$ cat src/rtl/fp_norm_round_pipe_if.sv
`default_nettype none
// ============================================================================
// Module   : fp_norm_round_pipe_if
// Purpose  : Handshake and data bundle for the FP normalise/round stage.
//            master = producer/consumer side, slave = the pipeline stage.
// Signals  : in_valid/in_ready, sign_in, exp_in, frac_in, carry_out, frm,
//            inv_in, dz_in, ovf_in, unf_in (upstream beat);
//            out_valid/out_ready, fp_out, flags (downstream result).
// Revision : 1.0 - initial release
// ============================================================================
interface fp_norm_round_pipe_if #(
    parameter int EXP_W  = 8,
    parameter int FRAC_W = 23
);
    logic                      in_valid;
    logic                      in_ready;
    logic                      sign_in;
    logic [EXP_W-1:0]          exp_in;
    logic [FRAC_W+2:0]         frac_in;
    logic                      carry_out;
    logic [2:0]                frm;
    logic                      inv_in;
    logic                      dz_in;
    logic                      ovf_in;
    logic                      unf_in;
    logic                      out_valid;
    logic                      out_ready;
    logic [EXP_W+FRAC_W:0]     fp_out;
    logic [4:0]                flags;

    modport master (
        output in_valid, sign_in, exp_in, frac_in, carry_out, frm,
               inv_in, dz_in, ovf_in, unf_in, out_ready,
        input  in_ready, out_valid, fp_out, flags
    );

    modport slave (
        input  in_valid, sign_in, exp_in, frac_in, carry_out, frm,
               inv_in, dz_in, ovf_in, unf_in, out_ready,
        output in_ready, out_valid, fp_out, flags
    );
endinterface
`default_nettype wire

$ cat src/rtl/fp_norm_round_pipe.sv
`default_nettype none
// ============================================================================
// Module   : fp_norm_round_pipe
// Purpose  : Two-stage valid/ready pipeline closing the FP adder datapath.
//            Stage 1 normalises the raw sum (carry shift or leading-zero
//            shift), stage 2 rounds per frm, resolves exceptions and
//            registers the IEEE-754 result with RISC-V fflags {NV,DZ,OF,UF,NX}.
// Ports    : clk, rst (sync, active-high)
//            bus : fp_norm_round_pipe_if.slave (input beat, result, handshake)
// Options  : FP_OVF_SAT_EN - overflow result follows rounding direction
//            (max-finite for RTZ / RDN-positive / RUP-negative) instead of
//            always returning infinity.
// Revision : 1.0 - initial release
// ============================================================================
module fp_norm_round_pipe #(
    parameter int EXP_W  = 8,
    parameter int FRAC_W = 23
) (
    input  logic                 clk,
    input  logic                 rst,
    fp_norm_round_pipe_if.slave  bus
);
    localparam int               c_SIG_W       = FRAC_W + 3;
    localparam int               c_LZC_W       = $clog2(c_SIG_W + 1);
    localparam logic [EXP_W-1:0] c_EXP_ONES    = '1;
    localparam logic [EXP_W-1:0] c_EXP_MAX_FIN = c_EXP_ONES - EXP_W'(1);

    // ---------------- handshake ----------------
    logic r_s1_valid;
    logic r_s2_valid;
    logic w_s1_load;
    logic w_s2_load;

    assign w_s2_load    = ~r_s2_valid | bus.out_ready;
    assign w_s1_load    = ~r_s1_valid | w_s2_load;
    assign bus.in_ready = w_s1_load;

    // ---------------- stage 1: normalise ----------------
    logic [c_LZC_W-1:0] w_lzc;
    logic [EXP_W:0]     w_lzc_ext;
    logic [EXP_W:0]     w_exp_ext;
    logic [EXP_W:0]     w_norm_exp;
    logic [c_SIG_W-2:0] w_norm_frac;   // {fraction, G, S}; hidden bit implied
    logic               w_zero;
    logic               w_norm_ovf;
    logic               w_norm_unf;

    // Lowest set bit is visited last from the MSB's perspective, so scanning
    // upward leaves the count of the most significant one.
    always_comb begin
        w_lzc = c_LZC_W'(c_SIG_W);
        for (int i = 0; i < c_SIG_W; i++) begin
            if (bus.frac_in[i]) w_lzc = c_LZC_W'(c_SIG_W - 1 - i);
        end
    end

    assign w_lzc_ext = (EXP_W+1)'(w_lzc);
    assign w_exp_ext = {1'b0, bus.exp_in};

    always_comb begin
        w_zero     = ~bus.carry_out & (bus.frac_in == '0);
        w_norm_ovf = 1'b0;
        w_norm_unf = 1'b0;
        if (bus.carry_out) begin
            // carry becomes the hidden bit; both dropped bits fold into S
            w_norm_frac = {bus.frac_in[c_SIG_W-1:2], |bus.frac_in[1:0]};
            w_norm_exp  = w_exp_ext + (EXP_W+1)'(1);
            w_norm_ovf  = (bus.exp_in == c_EXP_MAX_FIN);
        end else begin
            w_norm_frac = (c_SIG_W-1)'(bus.frac_in << w_lzc);
            w_norm_exp  = w_exp_ext - w_lzc_ext;
            w_norm_unf  = ~w_zero & (w_exp_ext <= w_lzc_ext);
        end
    end

    logic               r_s1_sign;
    logic [EXP_W:0]     r_s1_exp;
    logic [c_SIG_W-2:0] r_s1_frac;
    logic [2:0]         r_s1_frm;
    logic               r_s1_inv;
    logic               r_s1_dz;
    logic               r_s1_ovf;
    logic               r_s1_unf;
    logic               r_s1_zero;

    always_ff @(posedge clk) begin
        if (rst) begin
            r_s1_valid <= 1'b0;
            r_s1_sign  <= 1'b0;
            r_s1_exp   <= '0;
            r_s1_frac  <= '0;
            r_s1_frm   <= '0;
            r_s1_inv   <= 1'b0;
            r_s1_dz    <= 1'b0;
            r_s1_ovf   <= 1'b0;
            r_s1_unf   <= 1'b0;
            r_s1_zero  <= 1'b0;
        end else if (w_s1_load) begin
            r_s1_valid <= bus.in_valid;
            if (bus.in_valid) begin
                r_s1_sign <= bus.sign_in;
                r_s1_exp  <= w_norm_exp;
                r_s1_frac <= w_norm_frac;
                r_s1_frm  <= bus.frm;
                r_s1_inv  <= bus.inv_in;
                r_s1_dz   <= bus.dz_in;
                r_s1_ovf  <= bus.ovf_in | w_norm_ovf;
                r_s1_unf  <= bus.unf_in | w_norm_unf;
                r_s1_zero <= w_zero;
            end
        end
    end

    // ---------------- stage 2: round / select ----------------
    logic                  w_lsb;
    logic                  w_g;
    logic                  w_s;
    logic                  w_inc;
    logic                  w_rnd_carry;
    logic [FRAC_W-1:0]     w_rnd_frac;
    logic [EXP_W:0]        w_rnd_exp;
    logic                  w_rnd_ovf;
    logic                  w_of;
    logic                  w_nx;
    logic [EXP_W+FRAC_W:0] w_ovf_result;
    logic [EXP_W+FRAC_W:0] w_result;

    assign w_lsb = r_s1_frac[2];
    assign w_g   = r_s1_frac[1];
    assign w_s   = r_s1_frac[0];

    always_comb begin
        w_inc = 1'b0;
        case (r_s1_frm)
            3'b001:  w_inc = 1'b0;                      // RTZ
            3'b010:  w_inc = (w_g | w_s) & r_s1_sign;   // RDN
            3'b011:  w_inc = (w_g | w_s) & ~r_s1_sign;  // RUP
            3'b100:  w_inc = w_g;                       // RMM
            default: w_inc = w_g & (w_s | w_lsb);       // RNE and reserved codes
        endcase
    end

    // Hidden bit is always 1 for a normal value, so a carry out of the
    // fraction is exactly the all-ones mantissa rolling over.
    assign {w_rnd_carry, w_rnd_frac} = {1'b0, r_s1_frac[c_SIG_W-2:2]} + (FRAC_W+1)'(w_inc);
    assign w_rnd_exp = r_s1_exp + (EXP_W+1)'(w_rnd_carry);
    assign w_rnd_ovf = w_rnd_carry & (w_rnd_exp == {1'b0, c_EXP_ONES});

`ifdef FP_OVF_SAT_EN
    logic w_sat;
    assign w_sat = (r_s1_frm == 3'b001)
                 | ((r_s1_frm == 3'b010) & ~r_s1_sign)
                 | ((r_s1_frm == 3'b011) &  r_s1_sign);
    assign w_ovf_result = w_sat ? {r_s1_sign, c_EXP_MAX_FIN, {FRAC_W{1'b1}}}
                                : {r_s1_sign, c_EXP_ONES, FRAC_W'(0)};
`else
    assign w_ovf_result = {r_s1_sign, c_EXP_ONES, FRAC_W'(0)};
`endif

    always_comb begin
        w_of = r_s1_ovf | w_rnd_ovf;
        w_nx = (w_of | r_s1_unf | w_g | w_s) & ~r_s1_inv & ~r_s1_zero;
        if (r_s1_inv)
            w_result = {1'b0, c_EXP_ONES, 1'b1, (FRAC_W-1)'(0)};
        else if (w_of)
            w_result = w_ovf_result;
        else if (r_s1_unf | r_s1_zero)
            w_result = {r_s1_sign, (EXP_W+FRAC_W)'(0)};
        else
            w_result = {r_s1_sign, w_rnd_exp[EXP_W-1:0], w_rnd_frac};
    end

    logic [EXP_W+FRAC_W:0] r_fp_out;
    logic [4:0]            r_flags;

    always_ff @(posedge clk) begin
        if (rst) begin
            r_s2_valid <= 1'b0;
            r_fp_out   <= '0;
            r_flags    <= '0;
        end else if (w_s2_load) begin
            r_s2_valid <= r_s1_valid;
            if (r_s1_valid) begin
                r_fp_out <= w_result;
                r_flags  <= {r_s1_inv, r_s1_dz, w_of, r_s1_unf, w_nx};
            end
        end
    end

    assign bus.out_valid = r_s2_valid;
    assign bus.fp_out    = r_fp_out;
    assign bus.flags     = r_flags;
endmodule
`default_nettype wire

$ cat src/flat_wrapper.sv
// flat-port wrapper written by rule: the top's interface ports become plain ports
module fp_norm_round_pipe_flat 
#(
    parameter int EXP_W  = 8,
    parameter int FRAC_W = 23
)
  (clk, rst, bus_in_valid, bus_sign_in, bus_exp_in, bus_frac_in, bus_carry_out, bus_frm, bus_inv_in, bus_dz_in, bus_ovf_in, bus_unf_in, bus_out_ready, bus_in_ready, bus_out_valid, bus_fp_out, bus_flags);
  fp_norm_round_pipe_if #(.EXP_W(EXP_W), .FRAC_W(FRAC_W)) bus_i ();
  input  logic clk;
  input  logic rst;
  input wire logic [$bits(bus_i.in_valid)-1:0] bus_in_valid;
  input wire logic [$bits(bus_i.sign_in)-1:0] bus_sign_in;
  input wire logic [$bits(bus_i.exp_in)-1:0] bus_exp_in;
  input wire logic [$bits(bus_i.frac_in)-1:0] bus_frac_in;
  input wire logic [$bits(bus_i.carry_out)-1:0] bus_carry_out;
  input wire logic [$bits(bus_i.frm)-1:0] bus_frm;
  input wire logic [$bits(bus_i.inv_in)-1:0] bus_inv_in;
  input wire logic [$bits(bus_i.dz_in)-1:0] bus_dz_in;
  input wire logic [$bits(bus_i.ovf_in)-1:0] bus_ovf_in;
  input wire logic [$bits(bus_i.unf_in)-1:0] bus_unf_in;
  input wire logic [$bits(bus_i.out_ready)-1:0] bus_out_ready;
  output wire logic [$bits(bus_i.in_ready)-1:0] bus_in_ready;
  output wire logic [$bits(bus_i.out_valid)-1:0] bus_out_valid;
  output wire logic [$bits(bus_i.fp_out)-1:0] bus_fp_out;
  output wire logic [$bits(bus_i.flags)-1:0] bus_flags;
  assign bus_i.in_valid = bus_in_valid;
  assign bus_i.sign_in = bus_sign_in;
  assign bus_i.exp_in = bus_exp_in;
  assign bus_i.frac_in = bus_frac_in;
  assign bus_i.carry_out = bus_carry_out;
  assign bus_i.frm = bus_frm;
  assign bus_i.inv_in = bus_inv_in;
  assign bus_i.dz_in = bus_dz_in;
  assign bus_i.ovf_in = bus_ovf_in;
  assign bus_i.unf_in = bus_unf_in;
  assign bus_i.out_ready = bus_out_ready;
  assign bus_in_ready = bus_i.in_ready;
  assign bus_out_valid = bus_i.out_valid;
  assign bus_fp_out = bus_i.fp_out;
  assign bus_flags = bus_i.flags;
  fp_norm_round_pipe #(.EXP_W(EXP_W), .FRAC_W(FRAC_W)) u_core (.clk(clk), .rst(rst), .bus(bus_i));
endmodule
$ cat config.mk
export PLATFORM = sky130hd
export DESIGN_NAME = fp_norm_round_pipe_flat
export DESIGN_NICKNAME = d
export VERILOG_FILES = /design/src/rtl/fp_norm_round_pipe_if.sv /design/src/rtl/fp_norm_round_pipe.sv /design/src/flat_wrapper.sv
export SDC_FILE = /design/constraint.sdc
export NUM_CORES = 1
export LEC_CHECK = 0
export BUFFER_PORTS_ARGS = -buffer_cell sky130_fd_sc_hd__buf_2
export CORE_MARGIN = 5
export CORE_UTILIZATION = 58
export CTS_CLUSTER_DIAMETER = 200
export DETAILED_ROUTE_END_ITERATION = 8
export PLACE_DENSITY_LB_ADDON = 0.2
export SLEW_MARGIN = 20
export SYNTH_ARGS = -nofsm -noshare
export SYNTH_HDL_FRONTEND = slang
export SYNTH_SLANG_ARGS = --single-unit
$ cat constraint.sdc
create_clock -name clk -period 6 [get_ports clk]
set_input_delay 1.8 -clock clk [delete_from_list [all_inputs] [get_ports clk]]
set_output_delay 1.8 -clock clk [all_outputs]
set_load 0.005 [all_outputs]
Word-level counts from Yosys, hierarchy flattened --
Cells that the tools add are included.
Operators by class: $add $sub $neg 4, $lt $le $gt $ge 1, equal/unequal tests 6, shift operators 1, muxes and demuxes 34, bitwise gates (word level) 26, reduce and logical (&&, ||, !) cells 4
Operator list (number):
- 5-bit two-way mux | 16
- 31-bit two-way mux | 2
- 32-bit two-way mux | 1
- 4-bit two-way mux | 8
- 26-bit logical NOT | 1
- 26-bit by 5-bit left shift with 25-bit output | 1
- 25-bit two-way mux | 1
- 23-bit by 1-bit adder with 24-bit output | 1
- 1-bit OR | 11
- 8-bit by 1-bit adder with 9-bit output (second input constant) | 1
- 9-bit by 1-bit adder with 9-bit output | 1
- 9-bit by 8-bit equality test with 1-bit output (second input constant) | 1
- 9-bit two-way mux | 1
- 8-bit by 5-bit subtractor with 9-bit output | 1
- 1-bit AND | 8
- 8-bit equality test (second input constant) | 1
- 8-bit by 5-bit less-or-equal comparator with 1-bit output | 1
- 1-bit NOT | 7
- 3-bit by 2-bit equality test with 1-bit output (second input constant) | 2
- 2-bit two-way mux | 2
- 1-bit one-hot mux with 4 select lines | 1
- 2-bit AND reduction | 2
- 3-bit by 1-bit equality test with 1-bit output (second input constant) | 1
- 3-bit equality test (second input constant) | 1
- other kinds (2) | 3
Storage, ports and cells: register bits 82, bits of input ports 47, output and inout port bits 39

Depth between registers and ports, before layout --
depth after elaboration 30, depth in mapped cells 20

Worst setup path after synthesis --
No wires, ideal clock.
path kind input to register, start point input bus_frac_in[2], end point register u_core.r_s1_exp[8], library setup time 0.065 ns, data arrival time 4.803 ns, required time 5.935 ns, slack 1.132 ns, cell stages on the path 17, cell sequence clkbuf_1 nor2_1 a221oi_1 o31ai_1 a211oi_2 buf_2 buf_2 ha_1 inv_1 fa_1 nand2_1 nand2_1 a21oi_1 o21ai_0 o311ai_0 o21ai_0 nor2_1
Between the ends: cells in the longest elaborated chain, start to end 26
RTL lines:
- start, declared | RTL line flat_wrapper.sv:14 | input wire logic [$bits(bus_i.frac_in)-1:0] bus_frac_in;
- 4-bit two-way mux (8 in series) | RTL line fp_norm_round_pipe.sv:53 | if (bus.frac_in[i]) w_lzc = c_LZC_W'(c_SIG_W - 1 - i);
- 5-bit two-way mux (16 in series) | RTL line fp_norm_round_pipe.sv:53
- 8-bit by 5-bit subtractor with 9-bit output | RTL line fp_norm_round_pipe.sv:71 | w_norm_exp = w_exp_ext - w_lzc_ext;
- 9-bit two-way mux | RTL line fp_norm_round_pipe.sv:64 | if (bus.carry_out) begin
- end signal, assigned | RTL line fp_norm_round_pipe.sv:102 | r_s1_exp <= w_norm_exp;
- end, declared | RTL line fp_norm_round_pipe.sv:77 | logic [EXP_W:0] r_s1_exp;
Every way passes these cells. A chain may end at the register's enable or synchronous reset.

Final worst setup path --
start point register u_core.r_s1_frm[0], end point register u_core.r_fp_out[9] (netlist: u_core.bus.fp_out[9])
Between the ends: cells in the longest elaborated chain, start to end 9, elaborated cells on any way between the ends 13, classes of those cells add/sub: 2; eq/ne: 5; mux: 4; bitwise: 2
RTL lines:
- start, declared | RTL line fp_norm_round_pipe.sv:79 | logic [2:0] r_s1_frm;
- start signal, assigned | RTL line fp_norm_round_pipe.sv:104 | r_s1_frm <= bus.frm;
- 3-bit equality test (tied with other cells) | RTL line fp_norm_round_pipe.sv:134 | case (r_s1_frm)
- 1-bit one-hot mux with 4 select lines (*) | RTL line fp_norm_round_pipe.sv:134
- 23-bit by 1-bit adder with 24-bit output (*) | RTL line fp_norm_round_pipe.sv:145 | assign {w_rnd_carry, w_rnd_frac} = {1'b0, r_s1_frac[c_SIG_W-2:2]} + (FRAC_W+1)'(w_inc);
- 9-bit by 1-bit adder with 9-bit output | RTL line fp_norm_round_pipe.sv:146 | assign w_rnd_exp = r_s1_exp + (EXP_W+1)'(w_rnd_carry);
- 9-bit by 8-bit equality test with 1-bit output | RTL line fp_norm_round_pipe.sv:147 | assign w_rnd_ovf = w_rnd_carry & (w_rnd_exp == {1'b0, c_EXP_ONES});
- 1-bit AND | RTL line fp_norm_round_pipe.sv:147
- 1-bit OR | RTL line fp_norm_round_pipe.sv:161 | w_of = r_s1_ovf | w_rnd_ovf;
- 31-bit two-way mux (*) | RTL line fp_norm_round_pipe.sv:165 | else if (w_of)
- 32-bit two-way mux (*) | RTL line fp_norm_round_pipe.sv:163 | if (r_s1_inv)
- end signal, assigned | RTL line fp_norm_round_pipe.sv:184 | r_fp_out <= w_result;
- end, declared | RTL line fp_norm_round_pipe.sv:173 | logic [EXP_W+FRAC_W:0] r_fp_out;
Mark *: on every way between the ends. The rest lies on a longest branch, timed or not.

==> metrics.cfg <==
[final_layout]
num_antenna_cells = 0
final-seq-area_sq_um = 1640
multi_input_comb_area_sq_um = 3750
drive_gt1_frac = 0.168
num-fill-cells = 911
syn_to_final_growth_pct = 10.7
nets = 873
fin_area_sq_um = 6380

[cts]
cts_max_level = 3
ctsResizeCount = 0
clk_latency_ns = 0.36
root_buffer = clkbuf_8
cts-hold-fix-buffers = 0
cts-buffers-inserted = 9
clockBufferDepth = 2
cts_setup_buffers = 0
clock_sinks = 82
cts_tree = done
clkTransAtPathRegs_ns = 0.09

[setup_path]
worst-path-max-fanout = 21
cp.arrival_ns = 5.21
worstSetupStartpoint = u_core.r_s1_frm[0]
worstRegToRegCells = 18
cp.depth = 18
critPathTopFamily = simple AND/OR/NAND/NOR gates
end_kind = flop
cp.buffers_inverters = 0
r2r_start = u_core.r_s1_frm[0]
cp.required_ns = 6.26
crit_path_end = u_core.bus.fp_out[9]
r2r_slack_ns = 1.05
reg2reg_to = u_core.bus.fp_out[9]
path_cells = xnor2_1 > nor3b_1 > a21oi_1 > nor2_1 > ha_1 > nand4_1 > nor4_1 > nand4_1 > nor3_1 > ha_1 > ha_1 > nand3_1 > nor2_1 > xor2_1 > a41o_1 > nor2_1 > nand3b_1 > o21ai_0
worst_path_max_delay_cell = nor3_1
slowest_delay_ns = 0.50
critical_path_class = flop to flop
cp-start-kind = flop

[placement]
dpl_cell_area_sq_um = 6170
numPortBuffers = 85
dp_hpwl_mm = 13.6
gp_congestion = 1.02

[timing]
max_slew_margin = 0.416
skew_ns = 0.0140
hold_violations = 0
timing.fmax_ghz = 0.202
setup_violations = 0
drv_slew = 0
rsz0062_at_grt = no
period_minus_slack_ns = 4.95
fin_setup_tns_ns = 0
post-route-period-util = 0.825
worst_slew_pin_slew_ns = 0.875

[power_and_ir_drop]
cellLeakagePower_nw = 2.51
peakVddDrop_mv = 0.135
power_density_nw_per_um2 = 211

[global_routing]
grt_use_total = 0.312
grt_pass1_wl_mm = 29.1
grt-ovfl-total = 0
grt_antenna_before_repair = 0
first_global_vias = 5645
grt_max_degree = 47

[synthesis]
yosys_register_bits = 82
ys_top_cells_by_area = dfxtp_1, mux2i_1, nand2_1, nor2_1, a21oi_1
synthArstFlopShare = 0
netlist.area_leader.share = 0.285
yosysSeqAreaShare = 0.285
postSynthNetCount = 824
netlist_area_sq_um = 5770
synth_cell_types = 69
synth_top_cell_by_area = dfxtp_1
syn-instance-count = 765
syn_avg_cell_area_sq_um = 7.54
synth_edf_count = 0
yosys_most_used_dff = dfxtp_1
yosys_warnings = 0

[die]
num_rows = 36
die_x_um = 110
die_h_um = 110
floorplan.initialDensity = 0.593
core_area_sq_um = 9730
die-area_sq_um = 12000
pin_count = 86

[job]
max_cap_viol_count = 0

[drt]
wl_per_cell_um = 19.5
drtPass1Iterations = 6
vias = 6101
drt_iter0_markers = 595
drc = 0
vias_per_cell = 6.41
postRouteAntennaNets = 0
routed_wl_mm = 18.5

[status]
status = finished clean

[min_path]
hold_path.class = flop to flop

[cells by family after synthesis]
group                    Yosys count  synth area share
AO/OA/AOI/OAI                    205             0.242
XOR/XNOR                          35            0.0531
multiplexers                      52            0.0933
AND/OR/NAND/NOR                  295             0.232
flip-flops                        82             0.285
adder cells (fa/ha/maj)           12            0.0273
buffers and inverters             84            0.0670
[metal layers]
| layer | GRT usage | wire, um | vias to the layer above |
|---|---|---|---|
| li1 | - | - | 2861 |
| met5 | 0 | 0 | - |
| met3 | 0.0605 | 1920 | 55 |
| met2 | 0.492 | 8310 | 343 |
| met1 | 0.418 | 7640 | 2842 |
| met4 | 0.123 | 667 | 0 |
[flip-flops by register name, summed over array words and instances (netlist names)]
name / flops
u_core.r_s1_inv: 1
u_core.r_s1_sign: 1
u_core.r_s1_zero: 1
u_core.r_s1_frm: 3
u_core.bus.fp_out: 32
u_core.r_s1_valid: 1
u_core.r_s1_exp: 9
u_core.bus.out_valid: 1
u_core.bus.flags: 5
u_core.r_s1_dz: 1
u_core.r_s1_unf: 1
u_core.r_s1_ovf: 1
u_core.r_s1_frac: 25
[cells in the mapped netlist, types with 5 or more instances]
library cell,n
a211oi_1,28
a21oi_1,56
a221oi_1,13
a311oi_1,6
a31oi_1,5
and2_1,5
and3_1,5
buf_2,15
clkbuf_1,33
dfxtp_1,82
ha_1,11
inv_1,22
mux2_2,11
mux2i_1,40
nand2_1,101
nand2b_1,10
nand3_1,25
nand4_1,10
nor2_1,85
nor3_1,22
nor4_1,12
o21ai_0,38
o22ai_1,8
o31ai_1,6
or4_1,5
xnor2_1,19
xor2_1,16
[worst min-delay path by stage]
stage,startpoint,endpoint,slack (ns),cells after the start
after floorplan,u_core.r_s1_dz,u_core.bus.flags[3],0.43,2
after global routing,u_core.bus.fp_out[10],u_core.bus.fp_out[10],0.47,2
after global placement,u_core.bus.fp_out[0],u_core.bus.fp_out[0],0.43,2
after CTS,u_core.bus.fp_out[4],u_core.bus.fp_out[4],0.45,2
final,u_core.bus.fp_out[4],u_core.bus.fp_out[4],0.45,2
after detailed placement,u_core.bus.fp_out[4],u_core.bus.fp_out[4],0.44,2
[power breakdown]
| part | leakage, nW | internal (W) | total [W] | switching (W) |
|---|---|---|---|---|
| registers | 0.674 | 0.000576 | 0.000610 | 0.0000336 |
| clock network | 0.106 | 0.000216 | 0.000416 | 0.000200 |
| logic | 1.73 | 0.000121 | 0.000321 | 0.000201 |
[cell type report]
class / count / share of cell area
clock buffers: 11 / 0.0237
clock inverters: 5 / 0.00941
inverters: 24 / 0.0141
multi-input cells: 599 / 0.588
flip-flops and latches: 82 / 0.257
well taps: 133 / 0.0261
repair buffers: 98 / 0.0819
[cells in the final DEF, fill, tap and decap left out, drive strengths merged, types with 8 or more instances in the layout]
cell    instances
nand2         101
buf            98
nor2           86
dfxtp          82
a21oi          56
mux2i          41
o21ai          40
a211oi         29
nand3          25
inv            24
nor3           22
xnor2          19
xor2           16
a221oi         16
nor4           12
mux2           11
ha             11
clkbuf         11
nand4          10
nand2b         10
o22ai           8
[metrics by stage]
step	hold WS, ns	power, W	utilization	cells	setup WS (ns)
2_1_floorplan	0.432	0.000829	-	765	1.13
3_3_place_gp	0.430	0.000927	0.634	936	1.02
3_5_place_dp	0.436	0.000932	0.634	936	0.895
4_1_cts	0.454	0.00135	0.656	952	1.04
5_1_grt	0.474	0.00141	0.656	952	0.654
6_report	0.451	0.00135	0.656	952	1.05
[worst min-delay path, cell delays in order, from the launching register on]
cell	delay, ns
dfxtp_1	0.32
nand2_1	0.04
o21ai_0	0.05
Note: power is estimated with default switching activity, not from simulation.
